<file path="src/rtl/demux_1x2_32bit_buf_pkg.sv">
// Shared types and constants for the 1-to-2 registered demux.
package demux_1x2_32bit_buf_pkg;
  localparam int DEMUX_WIDTH = 32;
  localparam int NUM_OUT     = 2;

  typedef enum logic {
    SLOT_EMPTY = 1'b0,
    SLOT_FULL  = 1'b1
  } slot_state_e;
endpackage

</file>
<file path="src/rtl/demux_1x2_32bit_buf_if.sv">
// Producer/consumer bus of the 1-to-2 demux; slave is the demux side.
interface demux_1x2_32bit_buf_if #(
  parameter int WIDTH = demux_1x2_32bit_buf_pkg::DEMUX_WIDTH
);
  logic [WIDTH-1:0] in_word;
  logic             in_valid;
  logic             select;
  logic             in_ready;
  logic [WIDTH-1:0] out0;
  logic             out0_valid;
  logic             out0_ready;
  logic [WIDTH-1:0] out1;
  logic             out1_valid;
  logic             out1_ready;

  modport slave (
    input  in_word, in_valid, select, out0_ready, out1_ready,
    output in_ready, out0, out0_valid, out1, out1_valid
  );

  modport master (
    output in_word, in_valid, select, out0_ready, out1_ready,
    input  in_ready, out0, out0_valid, out1, out1_valid
  );
endinterface

</file>
<file path="src/rtl/demux_out_slot.sv">
// One-entry output holding register with valid/ready and flush.
module demux_out_slot
  import demux_1x2_32bit_buf_pkg::*;
#(
  parameter int WIDTH = DEMUX_WIDTH
) (
  input  logic             clk,
  input  logic             reset,
  input  logic             flush,
  input  logic             load,
  input  logic [WIDTH-1:0] load_word,
  input  logic             ready,
  output logic [WIDTH-1:0] word,
  output logic             valid,
  output logic             free
);
  slot_state_e state_q, state_d;

  always_comb begin
    state_d = state_q;
    if (load)
      state_d = SLOT_FULL;
    else if (state_q == SLOT_FULL && ready)
      state_d = SLOT_EMPTY;
  end

  always_ff @(posedge clk) begin
    if (reset) begin
      state_q <= SLOT_EMPTY;
      word    <= '0;
    end else begin
      state_q <= flush ? SLOT_EMPTY : state_d;
      if (load) word <= load_word;
    end
  end

  assign valid = (state_q == SLOT_FULL);
  // Free means an incoming word can land at the next edge: empty or draining now.
  assign free  = !valid || ready;
endmodule

</file>
<file path="src/rtl/demux_1x2_32bit_buf.sv">
// Registered 1-to-2 demux with a holding slot per branch.
// Optional macro DEMUX_STRICT_ORDER_EN keeps global issue order across branches.
module demux_1x2_32bit_buf
  import demux_1x2_32bit_buf_pkg::*;
#(
  parameter int WIDTH = DEMUX_WIDTH
) (
  input  logic                  clk,
  input  logic                  reset,
  input  logic                  flush,
  demux_1x2_32bit_buf_if.slave  bus
);
  logic [NUM_OUT-1:0]            ready, valid, free, load;
  logic [NUM_OUT-1:0][WIDTH-1:0] word;
  logic                          order_ok, in_ready, accept;

  assign ready = {bus.out1_ready, bus.out0_ready};

`ifdef DEMUX_STRICT_ORDER_EN
  // The other branch must be empty or draining so nothing overtakes an older word.
  assign order_ok = free[~bus.select];
`else
  assign order_ok = 1'b1;
`endif

  assign in_ready     = !reset && !flush && free[bus.select] && order_ok;
  assign accept       = bus.in_valid && in_ready;
  assign bus.in_ready = in_ready;

  for (genvar g = 0; g < NUM_OUT; g++) begin : g_slot
    assign load[g] = accept && (bus.select == 1'(g));

    demux_out_slot #(.WIDTH(WIDTH)) u_slot (
      .clk       (clk),
      .reset     (reset),
      .flush     (flush),
      .load      (load[g]),
      .load_word (bus.in_word),
      .ready     (ready[g]),
      .word      (word[g]),
      .valid     (valid[g]),
      .free      (free[g])
    );
  end

  assign bus.out0       = word[0];
  assign bus.out0_valid = valid[0];
  assign bus.out1       = word[1];
  assign bus.out1_valid = valid[1];
endmodule

</file>
<file path="src/flat_wrapper.sv">
// flat-port wrapper written by rule: the top's interface ports become plain ports
module demux_1x2_32bit_buf_flat import demux_1x2_32bit_buf_pkg::*;
#(
  parameter int WIDTH = DEMUX_WIDTH
)
  (clk, reset, flush, bus_in_word, bus_in_valid, bus_select, bus_out0_ready, bus_out1_ready, bus_in_ready, bus_out0, bus_out0_valid, bus_out1, bus_out1_valid);
  demux_1x2_32bit_buf_if #(.WIDTH(WIDTH)) bus_i ();
  input  logic clk;
  input  logic reset;
  input  logic flush;
  input wire logic [$bits(bus_i.in_word)-1:0] bus_in_word;
  input wire logic [$bits(bus_i.in_valid)-1:0] bus_in_valid;
  input wire logic [$bits(bus_i.select)-1:0] bus_select;
  input wire logic [$bits(bus_i.out0_ready)-1:0] bus_out0_ready;
  input wire logic [$bits(bus_i.out1_ready)-1:0] bus_out1_ready;
  output wire logic [$bits(bus_i.in_ready)-1:0] bus_in_ready;
  output wire logic [$bits(bus_i.out0)-1:0] bus_out0;
  output wire logic [$bits(bus_i.out0_valid)-1:0] bus_out0_valid;
  output wire logic [$bits(bus_i.out1)-1:0] bus_out1;
  output wire logic [$bits(bus_i.out1_valid)-1:0] bus_out1_valid;
  assign bus_i.in_word = bus_in_word;
  assign bus_i.in_valid = bus_in_valid;
  assign bus_i.select = bus_select;
  assign bus_i.out0_ready = bus_out0_ready;
  assign bus_i.out1_ready = bus_out1_ready;
  assign bus_in_ready = bus_i.in_ready;
  assign bus_out0 = bus_i.out0;
  assign bus_out0_valid = bus_i.out0_valid;
  assign bus_out1 = bus_i.out1;
  assign bus_out1_valid = bus_i.out1_valid;
  demux_1x2_32bit_buf #(.WIDTH(WIDTH)) u_core (.clk(clk), .reset(reset), .flush(flush), .bus(bus_i));
endmodule
</file>
<file path="config.mk">
export PLATFORM = sky130hd
export DESIGN_NAME = demux_1x2_32bit_buf_flat
export DESIGN_NICKNAME = d
export VERILOG_FILES = /design/src/rtl/demux_1x2_32bit_buf_pkg.sv /design/src/rtl/demux_1x2_32bit_buf_if.sv /design/src/rtl/demux_out_slot.sv /design/src/rtl/demux_1x2_32bit_buf.sv /design/src/flat_wrapper.sv
export SDC_FILE = /design/constraint.sdc
export NUM_CORES = 1
export LEC_CHECK = 0
export ABC_AREA = 1
export CORE_MARGIN = 1
export CORE_UTILIZATION = 43
export DETAILED_ROUTE_END_ITERATION = 16
export GPL_ROUTABILITY_DRIVEN = 0
export PLACE_DENSITY_LB_ADDON = 0.12
export SYNTH_ARGS = -nofsm -noshare
export SYNTH_HDL_FRONTEND = slang
export SYNTH_SLANG_ARGS = --single-unit
</file>
<file path="constraint.sdc">
create_clock -name clk -period 1.8 [get_ports clk]
set_input_delay 0.36 -clock clk [delete_from_list [all_inputs] [get_ports clk]]
set_output_delay 0.36 -clock clk [all_outputs]
set_load 0.02 [all_outputs]
</file>
==> run summary <==
Layout cells sized above 1: 7.71%
Initial Util: 45.8%
Highest clock rate: 587 MHz
TritonCTS buffer count: 9
LEAKAGE: 1.73 nW
Total number of vias: 2547
Total track usage: 22.2%
Crit path cell chain: clkdlybuf4s50_1
Routed vias/inst: 4.61
Port bufs: 105
Max Fanout on Critical Path: 3
Post-synthesis compound-gate area fraction: 6.36%
CP Launch Type: register
Post-route clock period utilization: 94.6%
Routed WL: 6.63 mm
Post-Syn Instances: 365
Worst path bufs/invs: 1
Worst path top cell family by delay: buffers and inverters
# DRC: 0
Largest cells by area after synthesis: dfxtp_1 51%, nor2_1 19%, a21oi_1 6.4%, nand3_1 6.4%, inv_1 5.6%
Worst setup margin: 0.0974 ns
Setup Slack @ Placement: -0.314 ns
Peak supply drop: 0.537 mV
TritonCTS clock tree: yes
Mux contribution to synthesized area: 0%
Final hold violations: 0
Top Layer Used: met4
CP max stage delay: 0.65 ns
Syn Area/Cell: 7.12 sq um
Die area: 0.00636 sq mm
Largest net degree at the start of global routing: 34
CTS clock-pin slew for the worst setup and hold paths: 0.07 ns
First-pass GRT wire length: 10.7 mm
Clock latency on the worst-skew pair: 0.33 ns
Width of the die: 79.7 um
Share of the synthesized area in the top cell type: 50.8%
Post-CTS Repair Setup Buffers: 0
Post-Synth Adder-Cell Area: 0%
Main combinational cell family by area after synthesis: simple AND/OR/NAND/NOR gates
Post-Synth Simple-Gate Area: 32.4%
Met3 WL post-DR: 412 um
Synth cell types: 16
Wire length on met2: 3.08 mm
Fillers: 522
Overflow after GRT: 0
Unrepaired setup endpoints after global routing: no
Vias in the first global route: 2335
FP Rows: 27
Required @ worst endpoint: 1.44 ns
DP Area: 0.00376 sq mm
Hold WC Path Type: reg -> reg
Slowest CP cell: clkdlybuf4s50_1
N_diodes: 0
Core ar.: 0.00568 sq mm
Hpwl dp: 4.74 mm
Post-synth top area cell: dfxtp_1
Final instance area: 0.00395 sq mm
DR iter-0 viols: 116
Clock buffer depth: 2
CTS Sinks: 66
Most frequent cells in the layout: 130 x nor2_1, 104 x clkdlybuf4s50_1, 66 x dfxtp_1
Initial antenna violation count: 0
Slew headroom: 75.2%
H-tree Lvls: 3
Status: complete, no violations
CTS Root Cell: clkbuf_8
Most common cell after layout, fill and taps aside: nor2_1
Ports: 106
DRT antenna net count: 0
# Max-Cap Violations: 0
# hold bufs at CTS: 0
Worst Setup End Kind: primary output
Crit path time final: 1.70 ns
Die height: 79.7 um
Average wire per standard cell: 12.0 um
Post-synthesis net count: 404
Worst Setup Path Type: reg -> out
Drt pass-1 iters: 4
Clk_skew: 0.00893 ns
CP Data Arrival Time: 1.34 ns
Final max-slew violation count: 0
Synth warn: 0
Pwr Total: 3.18 mW
Worst-Margin Slew: 0.371 ns
Layout area overhead: 52.0%
Power per standard cell area: 804 mW/mm^2
Sequential-to-total area share from yosys stat: 50.8%
DRT met1 WL: 3.02 mm
Post-Synth XOR/XNOR Area: 0%
Setup violators final: 0
Seq cells post-synth: 66
Syn Std Cell Area: 0.00260 sq mm
Fin nets: 514
## cell usage after synthesis
master / instances
nor2_1: 130
dfxtp_1: 66
inv_1: 39
nand2_1: 34
a21oi_1: 33
nand3_1: 33
buf_2: 10
buf_1: 6
clkbuf_1: 4
buf_6: 3
nand3_2: 2
inv_2: 1
nand4_1: 1
nor2_2: 1
nor2_4: 1
nor3_4: 1
## final cells by class
class / count / area, sq um / share of cell area [%]
Sequential cell: 66 / 1320 / 33.4
Timing Repair Buffer: 122 / 1190 / 30.0
Inverter: 40 / 150 / 3.80
Clock inverter: 2 / 35.0 / 0.887
Clock buffer: 14 / 163 / 4.12
Multi-Input combinational cell: 236 / 1010 / 25.5
Tap cell: 72 / 90.1 / 2.28
## worst min-delay path, cell delays in order, from the launching register on
cell and delay, ns:
dfxtp_1 0.32, nor2_1 0.04, nor2_1 0.08
## report_power, final
| group | internal (mW) | total, mW | switching [mW] |
|---|---|---|---|
| Sequential | 1.50 | 1.52 | 0.0209 |
| Clock | 0.716 | 1.24 | 0.525 |
| Combinational | 0.204 | 0.415 | 0.211 |
## registers in the layout, summed over array words and instances, names as in the netlist
name	flops
u_core.g_slot.u_slot.valid	2
u_core.g_slot.u_slot.word	64
## path summary, 6_finish.rpt
check / from / endpoint / slack, ns / cells after the start
min: u_core.g_slot[0].u_slot.word[31] / u_core.g_slot[0].u_slot.word[31] / 0.48 / 2
min reg2reg: u_core.g_slot[0].u_slot.word[31] / u_core.g_slot[0].u_slot.word[31] / 0.48 / 2
max reg2reg: u_core.g_slot[1].u_slot.valid / u_core.g_slot[0].u_slot.word[10] / 0.45 / 8
max: u_core.g_slot[1].u_slot.valid / bus_out1_valid / 0.1 / 1
## per-stage QoR
| stage | util [%] | TNS (ns) | hold WS, ns | cells |
|---|---|---|---|---|
| final | 69.6 | 0 | 0.480 | 552 |
| after global routing | 69.6 | 0 | 0.506 | 552 |
| after CTS | 69.7 | 0 | 0.487 | 552 |
| after detailed placement | 66.2 | -6.30 | 0.472 | 536 |
| after global placement | 66.2 | -4.47 | 0.462 | 536 |
| after floorplan | - | 0 | 0.516 | 365 |
## layer usage
metal	up-vias	global-route usage (%)
met3	12	5.83
met4	0	11.8
met2	69	36.4
li1	1333	-
met1	1133	26.4
met5	-	0
## logic make-up (layout without fill, tap and decap cells)
logic type / count (synthesis) / after routing
buffers and inverters: 63 / 178
flip-flops: 66 / 66
AO/OA/AOI/OAI: 33 / 33
AND/OR/NAND/NOR: 203 / 203
## what timing repair did
item,in CTS,in global routing
pin swaps,0,0
gates resized for setup,3,1
cloned,0,0
endpoints found under the setup margin,1,1
Power figures use the tool's default switching activity.
